**config.mk**
```make
export PLATFORM = sky130hd
export DESIGN_NAME = ctrl_fsm
export DESIGN_NICKNAME = d
export VERILOG_FILES = /design/src/rtl/ctrl_fsm.sv
export SDC_FILE = /design/constraint.sdc
export NUM_CORES = 1
export LEC_CHECK = 0
export ABC_CLOCK_PERIOD_IN_PS = 3600
export BUFFER_PORTS_ARGS = -buffer_cell sky130_fd_sc_hd__buf_2
export CAP_MARGIN = 20
export CORE_MARGIN = 2
export CORE_UTILIZATION = 52
export CTS_CLUSTER_DIAMETER = 60
export CTS_CLUSTER_SIZE = 20
export DETAILED_ROUTE_END_ITERATION = 10
export GPL_TIMING_DRIVEN = 0
export PLACE_DENSITY = 0.87
export SLEW_MARGIN = 5
export SYNTH_ARGS = -nofsm -noshare
export SYNTH_HDL_FRONTEND = slang
export SYNTH_SLANG_ARGS = --single-unit
```
**constraint.sdc**
```tcl
create_clock -name clk -period 3.6 [get_ports clk]
set_clock_uncertainty 0.05 [all_clocks]
set_input_delay 0.72 -clock clk [delete_from_list [all_inputs] [get_ports clk]]
set_output_delay 0.72 -clock clk [all_outputs]
set_load 0.02 [all_outputs]
```
**src/rtl/ctrl_fsm.sv**
```systemverilog
// rtl/ctrl_fsm.sv - multicycle RISC-V control FSM (IF/ID/EX/MEM/WB) with mem_ack timeout.
// Define CTRL_ILLEGAL_TRAP_EN to halt on unsupported opcodes; otherwise they run as NOPs.
module ctrl_fsm #(
  parameter int ACK_TIMEOUT = 15
) (
  input  logic        clk,
  input  logic        rst,
  input  logic [31:0] instr,
  input  logic        Zero,
  input  logic        mem_ack,
  output logic        PCSrc,
  output logic        ALUSrc,
  output logic        RegWrite,
  output logic        MemToReg,
  output logic [3:0]  ALUCtrl,
  output logic        loadPC,
  output logic        MemRead,
  output logic        MemWrite,
  output logic        mem_err,
  output logic        illegal,
  output logic [2:0]  state
);

  typedef enum logic [2:0] {
    S_IF   = 3'd0,
    S_ID   = 3'd1,
    S_EX   = 3'd2,
    S_MEM  = 3'd3,
    S_WB   = 3'd4,
    S_HALT = 3'd5
  } state_e;

  localparam logic [7:0] CNT_LAST = 8'(ACK_TIMEOUT - 1);

  state_e      state_q, state_d;
  logic [31:0] ir_q, ir_d;
  logic        zero_q, zero_d;
  logic [7:0]  cnt_q, cnt_d;
  logic        ldok_q, ldok_d;
  logic        illegal_q, illegal_d;

  logic [6:0] opcode;
  logic [2:0] funct3;
  logic       f7b5;
  logic       is_r, is_i, is_ld, is_st, is_br;
  logic       ex_phase, timeout;
  logic [3:0] alu_code;
  logic       unused_ir;

  assign opcode    = ir_q[6:0];
  assign funct3    = ir_q[14:12];
  assign f7b5      = ir_q[30];
  assign unused_ir = ^{ir_q[31], ir_q[29:15], ir_q[11:7]};

  assign is_r  = (opcode == 7'b0110011);
  assign is_i  = (opcode == 7'b0010011);
  assign is_ld = (opcode == 7'b0000011);
  assign is_st = (opcode == 7'b0100011);
  assign is_br = (opcode == 7'b1100011);

  assign timeout = (state_q == S_MEM) && !mem_ack && (cnt_q == CNT_LAST);

  always_comb begin
    alu_code = 4'b0010;
    if (is_br) begin
      alu_code = 4'b0110;
    end else if (is_r || is_i) begin
      case (funct3)
        3'b000:  alu_code = (is_r && f7b5) ? 4'b0110 : 4'b0010;
        3'b111:  alu_code = 4'b0000;
        3'b110:  alu_code = 4'b0001;
        3'b100:  alu_code = 4'b1101;
        3'b010:  alu_code = 4'b0111;
        3'b001:  alu_code = 4'b1001;
        3'b101:  alu_code = f7b5 ? 4'b1010 : 4'b1000;
        default: alu_code = 4'b0010;
      endcase
    end else if (!(is_ld || is_st)) begin
      alu_code = 4'b0000;
    end
  end

  always_comb begin
    state_d   = state_q;
    ir_d      = ir_q;
    zero_d    = zero_q;
    cnt_d     = cnt_q;
    ldok_d    = ldok_q;
    illegal_d = illegal_q;
    case (state_q)
      S_IF: begin
        ir_d    = instr;
        state_d = S_ID;
      end
      S_ID: begin
`ifdef CTRL_ILLEGAL_TRAP_EN
        if (!(is_r || is_i || is_ld || is_st || is_br)) begin
          state_d   = S_HALT;
          illegal_d = 1'b1;
        end else begin
          state_d = S_EX;
        end
`else
        state_d = S_EX;
`endif
      end
      S_EX: begin
        zero_d  = Zero;
        cnt_d   = 8'd0;
        ldok_d  = 1'b0;
        state_d = (is_ld || is_st) ? S_MEM : S_WB;
      end
      S_MEM: begin
        // An ack in the timeout cycle still counts as a completed access.
        if (mem_ack) begin
          ldok_d  = 1'b1;
          state_d = S_WB;
        end else if (cnt_q == CNT_LAST) begin
          state_d = S_WB;
        end else begin
          cnt_d = cnt_q + 8'd1;
        end
      end
      S_WB:    state_d = S_IF;
      S_HALT:  state_d = S_HALT;
      default: state_d = S_IF;
    endcase
  end

  always_ff @(posedge clk or negedge rst) begin
    if (!rst) begin
      state_q   <= S_IF;
      ir_q      <= 32'd0;
      zero_q    <= 1'b0;
      cnt_q     <= 8'd0;
      ldok_q    <= 1'b0;
      illegal_q <= 1'b0;
    end else begin
      state_q   <= state_d;
      ir_q      <= ir_d;
      zero_q    <= zero_d;
      cnt_q     <= cnt_d;
      ldok_q    <= ldok_d;
      illegal_q <= illegal_d;
    end
  end

  assign ex_phase = (state_q == S_EX) || (state_q == S_MEM) || (state_q == S_WB);

  always_comb begin
    ALUCtrl  = ex_phase ? alu_code : 4'b0000;
    ALUSrc   = ex_phase && (is_i || is_ld || is_st);
    MemRead  = (state_q == S_MEM) && is_ld;
    MemWrite = (state_q == S_MEM) && is_st;
    MemToReg = is_ld && ((state_q == S_MEM) || (state_q == S_WB));
    RegWrite = (state_q == S_WB) && (is_r || is_i || (is_ld && ldok_q));
    loadPC   = (state_q == S_WB);
    PCSrc    = (state_q == S_WB) && is_br && zero_q;
    mem_err  = timeout;
    illegal  = illegal_q;
    state    = state_q;
  end

endmodule

```
==> results.yml, run 1 <==
synth:
  synthesis.nets: 170
  syn_area_per_cell_um2: 10.1
  synth.top_cell.area_share_pct: 45.0
  yosysTopAreaCell: "dfrtp_1"
  ys_ff_latch: 24
  ys_top_cells_by_area: "dfrtp_1 (45%), mux2_2 (11%), nand2_1 (4.5%), nor3_1 (2.6%), nor2_1 (2.5%)"
  synth-main-ff-cell: "dfrtp_1"
  ys_types: 41
  netlist_instances: 132
  synth-edff-count: 0
  yosysSeqAreaShare_pct: 45.0
  yosysWarnings: 0
  async_flop_share_pct: 100
  synth_area_mm2: 0.00134
clock_tree:
  numClockSinks: 24
  clockRootBuffer: "clkbuf_4"
  numCtsBuffers: 3
  cts_hold_buf: 0
  postCtsResizedCells: 0
  postCtsSetupBuffers: 0
  cts.path.max_buffers: 2
  path_clk_slew_ns: 0.13
  cts.htree.levels: 1
  clock_latency_ns: 0.32
  tritoncts: "built"
grt:
  grt_pass1_vias: 1092
  grtUsageTotal_pct: 21.8
  grt_max_degree: 25
  antenna_found_initial: 0
  grt.overflow.total: 0
  grt_pass1_wl_mm: 4.60
timing:
  setup_viol: 0
  slew_headroom_pct: 64.1
  tightest_slew_ns: 0.538
  fmax_mhz: 366
  fin_ws_ns: 0.868
  period_minus_slack_ns: 2.73
  report.final.slew_viol_count: 0
  rsz0062_at_grt: "no"
  hold_viol_final: 0
  post-route-period-util_pct: 75.9
  fin_tns_setup_ns: 0
setup_path:
  crit_slowest_cell: "dfrtp_1"
  crit_required_ns: 2.83
  arrival_ns: 1.96
  reg2regPathDepth: 6
  end_kind: "output port"
  crit_fanout: 6
  max_stage_delay_ns: 0.40
  cp_cell_sequence: "nand4bb_1 > or3_1 > clkbuf_1 > a211oi_1 > buf_2"
  rrSetupSlack_ns: 1.65
  crit_type: "reg -> out"
  r2r_end: "cnt_q[1]$_DFFE_PN0P_"
  startpoint_type: "flop"
  r2r-start: "cnt_q[0]$_DFFE_PN0P_"
final_layout:
  nFillCells: 191
  area.growth.synth_to_final_pct: 16.4
  final_common_cell: "buf_2"
  antenna_cells: 0
  postLayoutCoreUtil_pct: 63.3
  drive_above_1_share_pct: 32.7
  final_nets: 204
  final_cell_mix: "buf_2 (31), dfrtp_1 (24), nand2_1 (16), mux2_2 (13), nor2_1 (9)"
detailed_routing:
  drt_wl_total_mm: 2.94
  vias_per_cell: 5.72
  dr_total_vias: 1116
  drtIter0Drc: 36
  drcViolationCount: 0
  ant_nets: 0
  first_pass_iters: 4
  wire_per_inst_um: 15.1
floorplanning:
  die-height_um: 54.7
  initial_core_util_pct: 54.4
  fp.coreArea_mm2: 0.00245
  die-area_mm2: 0.00299
  num_rows: 18
  chipWidth_um: 54.7
  pin_count: 52
power_and_ir_drop:
  vdd_drop_max_v: 0.000505
  p_leak_nw: 0.732
  p_per_area_mw_per_mm2: 719
placed_design:
  io_buffers: 29
  dp_slack_ns: 1.27
  hpwl_mm: 2.11
  finalWeightedCongestion: 0.794
job:
  maxCapViolCount: 0
worst_hold_path:
  hold_path.class: "in -> async"
run_status:
  status: "completed"
[synth_stat cells (all sizes together), types with 2 or more instances]
cell    instances
a211o           2
o31ai           2
nand2b          3
clkbuf          2
nand2          16
a22o            3
dfrtp          24
o211ai          2
buf             3
nor3            7
nor2b           2
mux2           13
a21oi           6
and3            2
inv             3
a211oi          3
ha              2
o21ai           4
nor2            9
mux2i           2
nand3           6
[sequential cells by signal, indices dropped and copies added, names as in the netlist]
name    cells
ldok_q      1
ir_q       11
state       3
cnt_q       8
zero_q      1
[through the flow]
| stage | hold WS [ns] | power, mW | std cells | instance area [µm²] |
|---|---|---|---|---|
| final | 0.302 | 1.12 | 195 | 1550 |
| after global routing | 0.340 | 1.19 | 195 | 1550 |
| after CTS | 0.323 | 1.12 | 195 | 1550 |
| after detailed placement | 0.422 | 0.970 | 191 | 1520 |
| after global placement | 0.414 | 0.933 | 191 | 1520 |
| after floorplan | 0.374 | 0.835 | 132 | 1340 |
[worst max-delay path by stage]
stage	from	depth (start not counted)	slack (ns)	end
after floorplan	state[0]$_DFFE_PN0P_	2	1.13	RegWrite
after global placement	mem_ack	4	1.31	mem_err
after detailed placement	ir_q[2]$_DFFE_PN0P_	5	1.27	MemToReg
after CTS	ir_q[2]$_DFFE_PN0P_	5	0.89	MemToReg
after global routing	state[0]$_DFFE_PN0P_	5	0.69	ALUCtrl[3]
final	ir_q[2]$_DFFE_PN0P_	5	0.87	MemToReg
[worst max-delay path: cells and delay by family (launching register included)]
| kind | cells | cell delay [ns] |
|---|---|---|
| buf+inv | 2 | 0.37 |
| compound gates | 1 | 0.26 |
| flops | 1 | 0.40 |
| simple gates | 2 | 0.61 |
[power by group]
| group | total (mW) | internal [mW] | switching, mW |
|---|---|---|---|
| clock network | 0.147 | 0.0620 | 0.0854 |
| registers | 0.505 | 0.373 | 0.131 |
| logic | 0.465 | 0.221 | 0.243 |
| total | 1.12 | 0.657 | 0.460 |
[area by class of cell]
| type | instances | area (µm²) | area share (%) |
|---|---|---|---|
| multi-input cells | 100 | 698 | 44.9 |
| flip-flops and latches | 24 | 601 | 38.6 |
| repair buffers | 29 | 145 | 9.34 |
| well taps | 30 | 37.5 | 2.42 |
| clock buffers | 4 | 36.3 | 2.33 |
| plain buffers | 5 | 25.0 | 1.61 |
| inverters | 3 | 11.3 | 0.725 |
[per-layer routing]
layer,vias to the layer above,track usage [%],wire (µm)
met4,0,10.0,34
met3,4,3.28,76
met2,17,39.9,1540
met1,545,24.5,1290
met5,-,0,0
li1,550,-,-
[kinds of logic (layout without fill, tap and decap cells)]
| family | after synthesis | in the layout | synth area share [%] |
|---|---|---|---|
| AND/OR/NAND/NOR | 55 | 55 | 21.8 |
| AO/OA/AOI/OAI | 26 | 26 | 15.2 |
| flip-flops | 24 | 24 | 45.0 |
| multiplexers | 15 | 15 | 12.5 |
| buffers and inverters | 8 | 41 | 2.72 |
| adder cells (fa/ha/maj) | 2 | 2 | 1.87 |
| other | 1 | 1 | 0.281 |
| XOR/XNOR | 1 | 1 | 0.656 |
Note: power is estimated with default switching activity, not from simulation.
==> run 2, diff against run 1 <==
--- a/config.mk
+++ b/config.mk
@@ -5,16 +5,16 @@
 export SDC_FILE = /design/constraint.sdc
 export NUM_CORES = 1
 export LEC_CHECK = 0
-export ABC_CLOCK_PERIOD_IN_PS = 3600
+export ABC_CLOCK_PERIOD_IN_PS = 2200
 export BUFFER_PORTS_ARGS = -buffer_cell sky130_fd_sc_hd__buf_2
 export CAP_MARGIN = 20
 export CORE_MARGIN = 2
-export CORE_UTILIZATION = 52
+export CORE_UTILIZATION = 43
 export CTS_CLUSTER_DIAMETER = 60
 export CTS_CLUSTER_SIZE = 20
 export DETAILED_ROUTE_END_ITERATION = 10
 export GPL_TIMING_DRIVEN = 0
-export PLACE_DENSITY = 0.87
+export PLACE_DENSITY = 0.78
 export SLEW_MARGIN = 5
 export SYNTH_ARGS = -nofsm -noshare
 export SYNTH_HDL_FRONTEND = slang
==> constraint.sdc (replaced) <==
create_clock -name clk -period 2.2 [get_ports clk]
set_clock_uncertainty 0.05 [all_clocks]
set_input_delay 0.44 -clock clk [delete_from_list [all_inputs] [get_ports clk]]
set_output_delay 0.44 -clock clk [all_outputs]
set_load 0.02 [all_outputs]
==> results.yml, run 2 (same netlist as run 1, synthesis figures left out) <==
timing:
  rsz0062_at_grt: "yes"
  fin_tns_setup_ns: -0.123
  setup_viol: 3
  fmax_mhz: 442
  slew_headroom_pct: 64.3
  report.final.slew_viol_count: 0
  hold_viol_final: 0
  fin_ws_ns: -0.0608
  tightest_slew_ns: 0.536
  period_minus_slack_ns: 2.26
  post-route-period-util_pct: 103
clock_tree:
  tritoncts: "built"
  numClockSinks: 24
  clockRootBuffer: "clkbuf_4"
  path_clk_slew_ns: 0.15
  cts.path.max_buffers: 2
  cts.htree.levels: 1
  numCtsBuffers: 3
  cts_hold_buf: 0
  clock_latency_ns: 0.33
setup_path:
  end_kind: "output port"
  crit_buf_inv: 1
  crit_slowest_cell: "or3b_4"
  arrival_ns: 1.77
  path_depth: 5
  crit_fanout: 4
  critPathTopFamily: "simple AND/OR/NAND/NOR gates"
  cp_cell_sequence: "or3b_4 > nand2_4 > nand3_2 > o21ai_1 > buf_4"
  reg2regPathDepth: 5
  max_stage_delay_ns: 0.45
  startpoint_type: "flop"
  crit_required_ns: 1.71
  crit_type: "reg -> out"
grt:
  grtUsageTotal_pct: 20.1
  antenna_found_initial: 0
  grt_max_degree: 25
  grt_pass1_wl_mm: 5.45
  grt_pass1_vias: 1123
  grt.overflow.total: 0
placed_design:
  placement.cell_area_mm2: 0.00152
  dp.cells: 194
  hpwl_mm: 2.19
  dp_slack_ns: 0.121
  io_buffers: 29
  finalWeightedCongestion: 0.864
final_layout:
  drive_above_1_share_pct: 47.1
  final_common_cell: "buf_2"
  area.growth.synth_to_final_pct: 31.9
  nFillCells: 245
  largest_register_ffs: 11
  top_register: "ir_q"
  postLayoutCoreUtil_pct: 58.6
  final_nets: 213
  fin_cells: 207
  finalInstanceArea_mm2: 0.00176
  final_cell_mix: "buf_2 (22), dfrtp_1 (21), buf_4 (18), nand2_1 (15), mux2_2 (13)"
  antenna_cells: 0
floorplanning:
  fp.coreArea_mm2: 0.00300
  die-height_um: 59.7
  initial_core_util_pct: 44.5
  pin_count: 52
  die-area_mm2: 0.00357
  chipWidth_um: 59.7
  num_rows: 20
power_and_ir_drop:
  p_per_area_mw_per_mm2: 1250
  vdd_drop_max_v: 0.000514
  p_leak_nw: 0.797
detailed_routing:
  drtIter0Drc: 60
  drcViolationCount: 0
  first_pass_iters: 4
  vias_per_cell: 6.11
  wire_per_inst_um: 18.0
  dr_total_vias: 1265
  drt_wl_total_mm: 3.74
  ant_nets: 0
worst_hold_path:
  hold_path.class: "in -> async"
run_status:
  status: "finished with violations"
  violations: "negative setup slack"
job:
  maxCapViolCount: 0
## run 2: cell types whose count changed in the layout (fill, tap and decap cells not counted), sizes merged
cell | before | now
buf | 32 | 42
bufinv | 0 | 1
clkbuf | 6 | 4
## run 2: routing by layer
| layer | vias up | track usage [%] | share of wire (%) |
|---|---|---|---|
| met3 | 9 | 0.866 | 4.3 |
| met2 | 55 | 36.5 | 54 |
| met1 | 629 | 25.5 | 40 |
| li1 | 572 | - | - |
| met5 | - | 0 | 0 |
| met4 | 0 | 6.03 | 2.1 |
## run 2: path summary, 6_finish.rpt
kind                       slack (ns)                    to                 start
max in group asynchronous        1.70  state[1]$_DFFE_PN0P_                   rst
hold reg to reg                  0.46    zero_q$_DFFE_PN0P_    zero_q$_DFFE_PN0P_
setup / recovery                -0.06            ALUCtrl[2]  state[0]$_DFFE_PN0P_
setup reg to reg                 0.21  state[1]$_DFFE_PN0P_  cnt_q[0]$_DFFE_PN0P_
min in group clk                 0.24    zero_q$_DFFE_PN0P_                  Zero
hold / removal                   0.01   ir_q[3]$_DFFE_PN0P_                   rst
## run 2: layout make-up
| class | count | area, µm² | share of cell area (%) |
|---|---|---|---|
| plain buffers | 3 | 20.0 | 1.14 |
| clock buffers | 3 | 22.5 | 1.28 |
| clock inverters | 1 | 30.0 | 1.71 |
| inverters | 3 | 13.8 | 0.782 |
| multi-input cells | 100 | 773 | 43.9 |
| flip-flops and latches | 24 | 604 | 34.3 |
| well taps | 33 | 41.3 | 2.35 |
| repair buffers | 40 | 255 | 14.5 |
## run 2: worst register-to-register path, stage by stage, from the launching register on
cell and delay, ns:
dfrtp_1 0.47, inv_1 0.09, ha_1 0.16, or4b_4 0.48
o31ai_4 0.36, o221ai_1 0.24
## run 2: repair_timing
action / in CTS / in global routing
gates resized for setup: 15 / 15
setup endpoints to repair: 9 / 10
gates cloned: 0 / 0
buffers inserted: 11 / 0
pin swaps: 5 / 5
## run 2: metrics by stage
stage,hold WS [ns],total power [mW]
2_1_floorplan,0.0944,1.37
3_3_place_gp,0.395,1.53
3_5_place_dp,0.405,1.59
4_1_cts,0.0424,2.09
5_1_grt,0.0235,2.32
6_report,0.00983,2.19
## run 2: power breakdown
part	total, mW	switching, mW	leakage, nW	internal (mW)
Combinational	1.02	0.529	0.474	0.495
Sequential	0.835	0.220	0.296	0.616
Clock	0.334	0.149	0.0279	0.184
Total	2.19	0.898	0.797	1.29
==> run 3, diff against run 2 <==
--- a/config.mk
+++ b/config.mk
@@ -5,16 +5,16 @@
 export SDC_FILE = /design/constraint.sdc
 export NUM_CORES = 1
 export LEC_CHECK = 0
-export ABC_CLOCK_PERIOD_IN_PS = 2200
+export ABC_CLOCK_PERIOD_IN_PS = 2800
 export BUFFER_PORTS_ARGS = -buffer_cell sky130_fd_sc_hd__buf_2
 export CAP_MARGIN = 20
 export CORE_MARGIN = 2
-export CORE_UTILIZATION = 43
+export CORE_UTILIZATION = 35
 export CTS_CLUSTER_DIAMETER = 60
 export CTS_CLUSTER_SIZE = 20
 export DETAILED_ROUTE_END_ITERATION = 10
 export GPL_TIMING_DRIVEN = 0
-export PLACE_DENSITY = 0.78
+export PLACE_DENSITY = 0.64
 export SLEW_MARGIN = 5
 export SYNTH_ARGS = -nofsm -noshare
 export SYNTH_HDL_FRONTEND = slang
==> constraint.sdc (replaced) <==
create_clock -name clk -period 2.8 [get_ports clk]
set_clock_uncertainty 0.05 [all_clocks]
set_input_delay 0.56 -clock clk [delete_from_list [all_inputs] [get_ports clk]]
set_output_delay 0.56 -clock clk [all_outputs]
set_load 0.02 [all_outputs]
==> results.yml, run 3 (same netlist as run 1, synthesis figures left out) <==
run_status:
  status: "completed"
setup_path:
  crit_fanout: 8
  rrSetupSlack_ns: 0.93
  reg2regPathDepth: 6
  r2r-start: "cnt_q[0]$_DFFE_PN0P_"
  crit_type: "reg -> out"
  startpoint_type: "flop"
  arrival_ns: 1.89
  r2r_end: "cnt_q[3]$_DFFE_PN0P_"
  crit_required_ns: 2.19
  end_kind: "output port"
detailed_routing:
  ant_nets: 0
  drcViolationCount: 0
  drtIter0Drc: 25
  first_pass_iters: 4
  vias_per_cell: 5.22
  drt_wl_total_mm: 2.79
  dr_total_vias: 1112
  wire_per_inst_um: 13.1
floorplanning:
  die-height_um: 65.8
  fp.coreArea_mm2: 0.00366
  initial_core_util_pct: 36.5
  pin_count: 52
  die-area_mm2: 0.00432
  num_rows: 22
  chipWidth_um: 65.8
timing:
  slew_headroom_pct: 64.1
  fmax_mhz: 400
  hold_ws_ns: 0.212
  hold_viol_final: 0
  rsz0062_at_grt: "no"
  setup_viol: 0
  fin_tns_setup_ns: 0
  post-route-period-util_pct: 89.2
  tightest_slew_ns: 0.538
  period_minus_slack_ns: 2.50
  report.final.slew_viol_count: 0
final_layout:
  antenna_cells: 0
  final_common_cell: "buf_2"
  largest_register_ffs: 11
  drive_above_1_share_pct: 32.7
  final_nets: 204
  final_cell_mix: "buf_2 (31), dfrtp_1 (24), nand2_1 (16), mux2_2 (13), nor2_1 (9)"
  finalInstanceArea_mm2: 0.00161
  top_register: "ir_q"
  postLayoutCoreUtil_pct: 44.0
  area.growth.synth_to_final_pct: 20.7
clock_tree:
  path_clk_slew_ns: 0.09
  cts.htree.levels: 1
  numCtsBuffers: 3
  clock_latency_ns: 0.27
  postCtsSetupBuffers: 0
  clockRootBuffer: "clkbuf_8"
  tritoncts: "built"
  cts.path.max_buffers: 2
  numClockSinks: 24
  cts_hold_buf: 0
  postCtsResizedCells: 0
power_and_ir_drop:
  vdd_drop_max_v: 0.000364
  p_leak_nw: 0.747
  p_per_area_mw_per_mm2: 954
  power_mw: 1.54
placed_design:
  finalWeightedCongestion: 0.842
  placement.cell_area_mm2: 0.00154
  io_buffers: 29
  hpwl_mm: 2.18
grt:
  grt_pass1_wl_mm: 4.83
  antenna_found_initial: 0
  grt_pass1_vias: 1061
  grt_max_degree: 25
  grtUsageTotal_pct: 14.6
  grt.overflow.total: 0
job:
  maxCapViolCount: 0
worst_hold_path:
  hold_path.class: "in -> async"
-- run 3: cell types whose count changed in the layout (fill, tap and decap cells not counted), moves of 3 or more --
cell	previous run	this run
buf_2	22	31
dfrtp_2	3	0
nor3_1	3	7
clkbuf_4	4	0
clkbuf_8	0	3
buf_4	18	1
nor3_2	4	0
dfrtp_1	21	24
-- run 3: report_power, final --
group	internal (mW)	leakage (nW)	switching (mW)	total, mW
Sequential	0.481	0.299	0.165	0.647
Combinational	0.283	0.412	0.303	0.586
Clock	0.191	0.0357	0.115	0.306
-- run 3: critical path, stage by stage, from the launching register on --
cell	delay, ns
dfrtp_1	0.48
or3b_1	0.50
nand2_1	0.13
nand3_1	0.13
nor3_1	0.19
buf_2	0.19
-- run 3: worst max path at each step --
stage / start / to / depth (start not counted)
floorplan: state[0]$_DFFE_PN0P_ / RegWrite / 2
global placement: state[0]$_DFFE_PN0P_ / ALUCtrl[3] / 5
detailed placement: ir_q[3]$_DFFE_PN0P_ / MemToReg / 5
CTS: ir_q[3]$_DFFE_PN0P_ / MemToReg / 5
global route: state[0]$_DFFE_PN0P_ / ALUCtrl[3] / 5
finish: state[0]$_DFFE_PN0P_ / ALUCtrl[3] / 5
-- run 3: final cells by class --
type,count,area (µm²)
fillers,370,2050
multi-input cells,100,698
flip-flops and latches,24,601
repair buffers,29,145
well taps,48,60.1
clock buffers,3,41.3
clock inverters,1,30.0
plain buffers,5,25.0
inverters,3,11.3
-- run 3: per-layer routing --
metal | global-route usage (%) | vias to the layer above | routed length, µm
li1 | - | 556 | -
met5 | 0 | - | 0
met3 | 2.74 | 6 | 141
met1 | 18.1 | 518 | 1310
met4 | 7.03 | 0 | 47
met2 | 24.2 | 32 | 1290
-- run 3: per-stage QoR --
step	setup slack [ns]	instances
2_1_floorplan	0.492	132
4_1_cts	0.300	213
6_report	0.302	213
3_5_place_dp	0.609	209
5_1_grt	0.168	213
3_3_place_gp	0.643	209
